## src/rtl/mix_columns_engine.sv

```systemverilog
// AES MixColumns / InvMixColumns engine with a per-block bypass mode.
// A 128-bit state is transformed COLS_PER_CYCLE columns at a time. Each
// transaction is tagged forward, inverse or bypass when it is accepted.
module mix_columns_engine #(
    parameter int COLS_PER_CYCLE = 4
) (
    input  logic         clk,
    input  logic         rst,
    input  logic         in_valid,
    output logic         in_ready,
    input  logic [0:127] in_data,
    input  logic         in_inv,
    input  logic         in_bypass,
    output logic         out_valid,
    input  logic         out_ready,
    output logic [0:127] out_data,
    output logic         busy
);

    localparam int         NCOL_GROUPS = 4 / COLS_PER_CYCLE;
    // Step of the 2-bit column counter. A step of 4 wraps to 0.
    localparam logic [1:0] COL_STEP    = 2'(COLS_PER_CYCLE % 4);
    // First column of the last group, seen on the final compute cycle.
    localparam logic [1:0] LAST_COL    = 2'((NCOL_GROUPS - 1) * COLS_PER_CYCLE);

    generate
        if (COLS_PER_CYCLE != 1 && COLS_PER_CYCLE != 2 && COLS_PER_CYCLE != 4) begin : g_bad_cols
            $error("mix_columns_engine: COLS_PER_CYCLE must be 1, 2 or 4");
        end
    endgenerate

    typedef enum logic [1:0] {
        IDLE = 2'd0,
        BUSY = 2'd1,
        DONE = 2'd2
    } state_t;

    state_t       state;
    logic [1:0]   col_cnt;
    logic [0:127] src_q;
    logic         inv_q;
    logic [0:127] res_q;
    logic [0:127] res_next;
    logic         accept;

    // Multiply by x in GF(2^8) modulo x^8+x^4+x^3+x+1.
    function automatic logic [7:0] xtime(input logic [7:0] x);
        return {x[6:0], 1'b0} ^ (x[7] ? 8'h1b : 8'h00);
    endfunction

    // One column through the circulant matrix. The row-0 coefficients are
    // {02,03,01,01} forward and {0e,0b,0d,09} inverse; every other row is
    // the same list rotated right by the row number.
    function automatic logic [31:0] mix_column(input logic [31:0] col, input logic inv);
        logic [7:0]  a;
        logic [7:0]  x2;
        logic [7:0]  x4;
        logic [7:0]  x8;
        logic [7:0]  k0 [4];
        logic [7:0]  k1 [4];
        logic [7:0]  k2 [4];
        logic [7:0]  k3 [4];
        logic [31:0] b;
        b = '0;
        for (int i = 0; i < 4; i++) begin
            a  = col[31 - 8*i -: 8];
            x2 = xtime(a);
            x4 = xtime(x2);
            x8 = xtime(x4);
            k0[i] = inv ? (x8 ^ x4 ^ x2) : x2;
            k1[i] = inv ? (x8 ^ x2 ^ a)  : (x2 ^ a);
            k2[i] = inv ? (x8 ^ x4 ^ a)  : a;
            k3[i] = inv ? (x8 ^ a)       : a;
        end
        for (int r = 0; r < 4; r++) begin
            b[31 - 8*r -: 8] = k0[r] ^ k1[(r + 1) % 4] ^ k2[(r + 2) % 4] ^ k3[(r + 3) % 4];
        end
        return b;
    endfunction

    // Handshake: a block moves across an interface on a rising edge where
    // valid and ready are both high. A producer holds valid and its payload
    // steady until that edge; ready may drop or rise without waiting for valid.
    // The input side is ready in IDLE, and in DONE whenever the result is
    // being taken in the same cycle, so blocks can run back to back.
    assign in_ready = (state == IDLE) || ((state == DONE) && out_ready);
    assign accept   = in_valid && in_ready;
    assign busy     = (state != IDLE);
    assign out_data = res_q;

    // Result register with the current column group replaced by its transform.
    always_comb begin
        logic [1:0] col;
        res_next = res_q;
        col      = '0;
        for (int j = 0; j < COLS_PER_CYCLE; j++) begin
            col = col_cnt + 2'(j);
            res_next[32*col +: 32] = mix_column(src_q[32*col +: 32], inv_q);
        end
    end

    // Control FSM, source and mode capture, and the result register.
    always_ff @(posedge clk or negedge rst) begin
        if (!rst) begin
            state     <= IDLE;
            col_cnt   <= '0;
            src_q     <= '0;
            inv_q     <= 1'b0;
            res_q     <= '0;
            out_valid <= 1'b0;
        end else if (accept) begin
            src_q   <= in_data;
            inv_q   <= in_inv;
            col_cnt <= '0;
            if (in_bypass) begin
                res_q     <= in_data;
                state     <= DONE;
                out_valid <= 1'b1;
            end else begin
                state     <= BUSY;
                out_valid <= 1'b0;
            end
        end else begin
            case (state)
                BUSY: begin
                    res_q   <= res_next;
                    col_cnt <= col_cnt + COL_STEP;
                    if (col_cnt == LAST_COL) begin
                        state     <= DONE;
                        out_valid <= 1'b1;
                    end
                end
                DONE: begin
                    if (out_ready) begin
                        state     <= IDLE;
                        out_valid <= 1'b0;
                    end
                end
                default: begin
                end
            endcase
        end
    end

endmodule

```

## config.mk

```make
export PLATFORM = sky130hd
export DESIGN_NAME = mix_columns_engine
export DESIGN_NICKNAME = d
export VERILOG_FILES = /design/src/rtl/mix_columns_engine.sv
export SDC_FILE = /design/constraint.sdc
export NUM_CORES = 1
export LEC_CHECK = 0
export BUFFER_PORTS_ARGS = -buffer_cell sky130_fd_sc_hd__buf_2
export CAP_MARGIN = 20
export CORE_UTILIZATION = 52
export CTS_BUF_LIST = sky130_fd_sc_hd__clkbuf_8
export CTS_CLUSTER_DIAMETER = 30
export DETAILED_ROUTE_END_ITERATION = 8
export PLACE_DENSITY = 0.73
export SKIP_CTS_REPAIR_TIMING = 1
export SYNTH_ARGS = -nofsm -noshare
export SYNTH_HDL_FRONTEND = slang
export SYNTH_SLANG_ARGS = --single-unit
export TNS_END_PERCENT = 100
```

## constraint.sdc

```tcl
create_clock -name clk -period 2.78 [get_ports clk]
set_clock_uncertainty 0.05 [all_clocks]
set_input_delay 0.417 -clock clk [delete_from_list [all_inputs] [get_ports clk]]
set_output_delay 0.417 -clock clk [all_outputs]
set_load 0.01 [all_outputs]
```

# ---- After elaboration in Yosys (flattened, before gate mapping)
# Index checks and enable logic that the tools add are counted.
dict set report op_classes {
  add_sub_neg 7
  n_eq_ne 5
  shift 12
  n_mux 130
  n_bitwise 212
  n_reduce_logical 10
}
# op n
set ops {}
lappend ops {{8-bit XOR} 160}
lappend ops {{129-bit by 34-bit variable shift with 128-bit output (first input constant)} 4}
lappend ops {{128-bit by 33-bit variable part select with 129-bit output} 4}
lappend ops {{129-bit by 34-bit variable part select with 128-bit output} 4}
lappend ops {{128-bit bitwise mux} 4}
lappend ops {{8-bit two-way mux} 64}
lappend ops {{128-bit two-way mux} 3}
lappend ops {{8-bit by 5-bit XOR with 8-bit output} 48}
lappend ops {{5-bit two-way mux} 48}
lappend ops {{33-bit negator with 34-bit output} 4}
lappend ops {{7-bit NOT with 33-bit output} 4}
lappend ops {{2-bit two-way mux} 5}
lappend ops {{3-bit != test (second input constant)} 2}
lappend ops {{2-bit adder (second input constant)} 2}
lappend ops {{2-bit logical NOT} 2}
lappend ops {{1-bit two-way mux} 4}
lappend ops {{2-bit case mux with 2 select lines} 1}
lappend ops {{2-bit nonzero test} 2}
lappend ops {{3-bit AND reduction} 1}
lappend ops {{3-bit nonzero test} 1}
lappend ops {{2-bit by 1-bit adder with 2-bit output (second input constant)} 1}
lappend ops {{2-bit by 1-bit equality test with 1-bit output (second input constant)} 1}
lappend ops {{2-bit equality test (second input constant)} 1}
lappend ops {{1-bit logical AND} 2}
lappend ops {{other kinds (4)} 4}
dict set report totals {
  ff_bits 262
  elab_cells 382
}

# ---- Depth between registers and ports, before layout
dict set report depth {
  ltp_word 21
  mapped_depth 9
  ltp_nobuf 7
}

# ---- Least setup slack after synthesis
# Ideal clock, no wire load.
dict set report synth_path {
  kind {register to register}
  from {register src_q[72] (netlist name)}
  to {register res_q, in the netlist out_data[92]}
  t_arrival_ns 2.393
  required_time_ns 2.665
  setup_slack_ns 0.272
  stages_incl_launch_ff 9
  period_less_slack_ns 2.508
  path_cell_list {dfrtp_1 > buf_2 > xor2_2 > xnor3_1 > xnor2_1 > mux2i_1 > xnor3_1 > o211ai_1 > o21a_1}
}
dict set report synth_between {
  elab_chain_cells 18
  word_cells_on_any_way 334
  classes_between {8 x shift; 118 x mux; 208 x bitwise}
}
# item line_no
set synth_rtl {}
lappend synth_rtl {{start, declared} 40} ;# logic [0:127] src_q;
lappend synth_rtl {{start signal, assigned} 112} ;# src_q <= in_data;
lappend synth_rtl {{128-bit by 33-bit variable part select with 129-bit output} 98} ;# res_next[32*col +: 32] = mix_column(src_q[32*col +: 32], inv_q);
lappend synth_rtl {{8-bit by 5-bit XOR with 8-bit output / 5-bit two-way mux (equally long branches) (2 in series)} 48} ;# return {x[6:0], 1'b0} ^ (x[7] ? 8'h1b : 8'h00);
lappend synth_rtl {{5-bit two-way mux / 8-bit by 5-bit XOR with 8-bit output (equally long branches)} 48}
lappend synth_rtl {{8-bit by 5-bit XOR with 8-bit output} 48}
lappend synth_rtl {{8-bit XOR, on equally long branches} {70, 72, 71}}
lappend synth_rtl {{8-bit XOR, on equally long branches} {70, 71}}
lappend synth_rtl {{8-bit two-way mux, on equally long branches} {70, 71}}
lappend synth_rtl {{8-bit XOR (3 in series)} 76} ;# b[31 - 8*r -: 8] = k0[r] ^ k1[(r + 1) % 4] ^ k2[(r + 2) % 4] ^ k3[(r + 3) % 4];
lappend synth_rtl {{129-bit by 34-bit variable part select with 128-bit output} 98}
lappend synth_rtl {{128-bit bitwise mux (3 in series)} 98}
lappend synth_rtl {{128-bit bitwise mux (*)} 98}
lappend synth_rtl {{128-bit two-way mux (*)} 124} ;# case (state)
lappend synth_rtl {{128-bit two-way mux (*)} 111} ;# end else if (accept) begin
lappend synth_rtl {{end signal, assigned} 116} ;# res_q <= in_data;
lappend synth_rtl {{end signal, assigned} 126} ;# res_q <= res_next;
lappend synth_rtl {{end, declared} 42} ;# logic [0:127] res_q;
# Mark *: on every way between the ends. The rest lies on a longest branch, timed or not. The select of a mux whose other input is x is not followed.
# A chain may end at the register's enable or synchronous reset.

# ---- Worst setup path in the final report
dict set report layout_path {
  from {register src_q[40] (netlist name)}
  to {register res_q, in the netlist out_data[59]}
}
# The elaborated chain is that of the path after synthesis.

==> reports/results.ini <==
[finish]
layout.nets = 2527
n_fill_cell = 2849
antenna_cells = 0
area_growth_pct = 24.9
seq_area_sq_um = 6480
drive_gt1_share_pct = 20.7
stdcell_count = 2906
multi_input_comb_area_sq_um = 11800
post-route-util_pct = 66.4

[hold_path]
hold_class = in2reg

[cts]
clock_latency_ns = 0.62
cts_buffers = 68
cts_tree = built
clk_pin_slew_worst_paths_ns = 0.06
htreeDepth = 3
ctsRootBufferMaster = clkbuf_8
clkSinkCount = 259
clockBufferDepth = 3

[worst_setup_path]
cp.required_ns = 3.25
reg2reg_from = src_q[40]
worstRegToRegCells = 7
startpoint = src_q[40]
start_kind = flip-flop
reg2reg_slack_ns = 0.15
worstSetupEndpointType = flip-flop
path_class = reg2reg
crit_end = out_data[59]
cp.arrival_ns = 3.09
worst_r2r_endpoint = out_data[59]
worstPathMaxFanout = 7

[global_route]
grt_pass1_wl_microns = 80700
grt_start_max_net_pins = 110
gr-total-overflow = 0
grt_use_total_pct = 28.0
grt_pass1_vias = 14900
antenna_found_initial = 0

[floorplan]
ios = 265
die_y_microns = 193
fp.dieW_microns = 193
initial_utilization_pct = 53.2
core_sq_um = 35700
row_count = 69
die_area_sq_um = 37300

[timing]
slew_viol_final = 0
fin_crit_ns = 2.63
hold_viol_final = 1
setup_tns_ns = 0
fmax_mhz = 381
fin_crit_sh_pct = 94.4
rsz0062_at_grt = no
max_slew_margin_pct = 54.9
setup_viol = 0
worst_slew_pin_slew_ns = 0.675
whs_ns = -0.00436

[synthesis]
synth_area_sq_um = 19000
syn_avg_cell_area_sq_um = 9.29
synth_flop_cell = dfrtp_1
ys_types = 41
synth_top_area_share_pct = 34.1
syn_inst = 2045
syn-num-nets = 2179
ys_ff_latch = 259
synth_edf_count = 0
seq_area_frac_synth_pct = 34.1
synthTopCellsByArea = dfrtp_1 (34%), xnor2_1 (22%), nand2_1 (11%)
synthArstFlopShare_pct = 100
yosys.area.top_type = dfrtp_1
yosys_warnings = 0

[detailed_routing]
wl_per_cell_microns = 18.1
wl_microns = 52600
ant_nets = 0
firstDrtPassIters = 9
drc = 15
drtIter0Drc = 788
routed_via_density = 5.17
via_count = 15000

[flow_run]
cap_viol_max_count = 0

[place]
placed_cells = 2667
port_buffers = 264
hpwl_microns = 36900
gp_congestion = 0.902

[status]
outcome = finished with violations
violations = design-rule violations, negative hold slack

-- cell usage after synthesis (2+ instances only) --
cell type    n
nand2_1    535
xnor2_1    475
dfrtp_1    259
xor2_1     153
clkbuf_1   130
o21ai_0    128
xnor3_1     70
mux2i_1     56
nor2_1      39
buf_2       34
mux2_2      29
buf_1       20
a22oi_1     16
xor3_1      10
a31oi_1      9
a21oi_1      7
o31ai_1      7
nand2b_1     6
o21a_1       6
and2_1       5
and3_1       5
nor3_1       5
a21boi_0     4
nor2b_1      4
xor2_2       4
a21o_1       3
nand3_1      3
or3_1        3
a211oi_1     2
buf_4        2
clkbuf_2     2
inv_1        2
nand4_1      2
o211ai_1     2
xnor2_2      2
-- cells by family (layout without fill, tap and decap cells) --
| group | count (synthesis) | in the layout | synth area share (%) |
|---|---|---|---|
| and+or+nand+nor | 610 | 610 | 12.5 |
| muxes | 85 | 85 | 4.67 |
| buffers and inverters | 190 | 590 | 4.03 |
| DFF | 259 | 259 | 34.1 |
| AOI/OAI and AO/OA | 186 | 186 | 5.55 |
| xor gates and xnor gates | 715 | 715 | 39.1 |
-- layout make-up --
class	instances	area share, %
clock buffers	78	4.52
clock inverters	44	2.17
inverters	2	0.0316
multi-input cells	1596	49.6
flip-flops and latches	259	27.3
well taps	461	2.43
repair buffers	466	13.9
-- metrics by stage --
stage | area [sq um] | setup WS [ns]
2_1_floorplan | 19000 | 0.272
3_3_place_gp | 21000 | 0.248
3_5_place_dp | 21000 | 0.208
4_1_cts | 22600 | 0.190
5_1_grt | 23700 | 0.0460
6_report | 23700 | 0.155
-- placed cells by master, fill, tap and decap left out, types with 13 or more instances in the layout --
master         count
mux2_2            29
clkbuf_8          78
nand2_1          533
a22oi_1           16
xnor3_1           70
buf_2            263
nor2_1            39
xor2_1           153
buf_4             72
mux2i_1           56
o21ai_0          128
dlygate4sd3_1    117
buf_12            13
xnor2_1          475
dfrtp_1          258
-- critical path, cell delays in order (launching register included) --
cell and delay [ns]:
dfrtp_1 0.61, xor2_1 0.37, xor2_1 0.27, xnor3_1 0.45, nand2b_1 0.20, xnor2_1 0.18
o21ai_0 0.11, mux2_2 0.28
-- metal layers --
| metal | vias up | track usage [%] | share of wire [%] |
|---|---|---|---|
| met3 | 101 | 5.32 | 5.6 |
| met2 | 479 | 44.4 | 47 |
| li1 | 7156 | - | - |
| met5 | - | 0 | 0 |
| met4 | 0 | 9.98 | 2.7 |
| met1 | 7285 | 38.2 | 44 |
-- state kept, by name (all words and copies together), names as in the netlist --
name / count
inv_q: 1
out_data: 128
src_q: 128
state: 2
-- worst min-delay path by stage --
| stage | start | endpoint | slack [ns] | cells past startpoint |
|---|---|---|---|---|
| 3_5_place_dp | out_data[7] | out_data[7] | 0.41 | 2 |
| 5_1_grt | in_data[12] | src_q[12] | 0.0002 | 3 |
| 3_3_place_gp | out_data[95] | out_data[95] | 0.41 | 2 |
| 2_1_floorplan | rst | inv_q | 0.07 | 0 |
| 4_1_cts | rst | out_data[40] | -0.26 | 1 |
| 6_report | in_data[101] | src_q[101] | -0.004 | 3 |
Power is not shown: default switching activity piles up to over one toggle a cycle in this logic, so the estimate is an artifact.
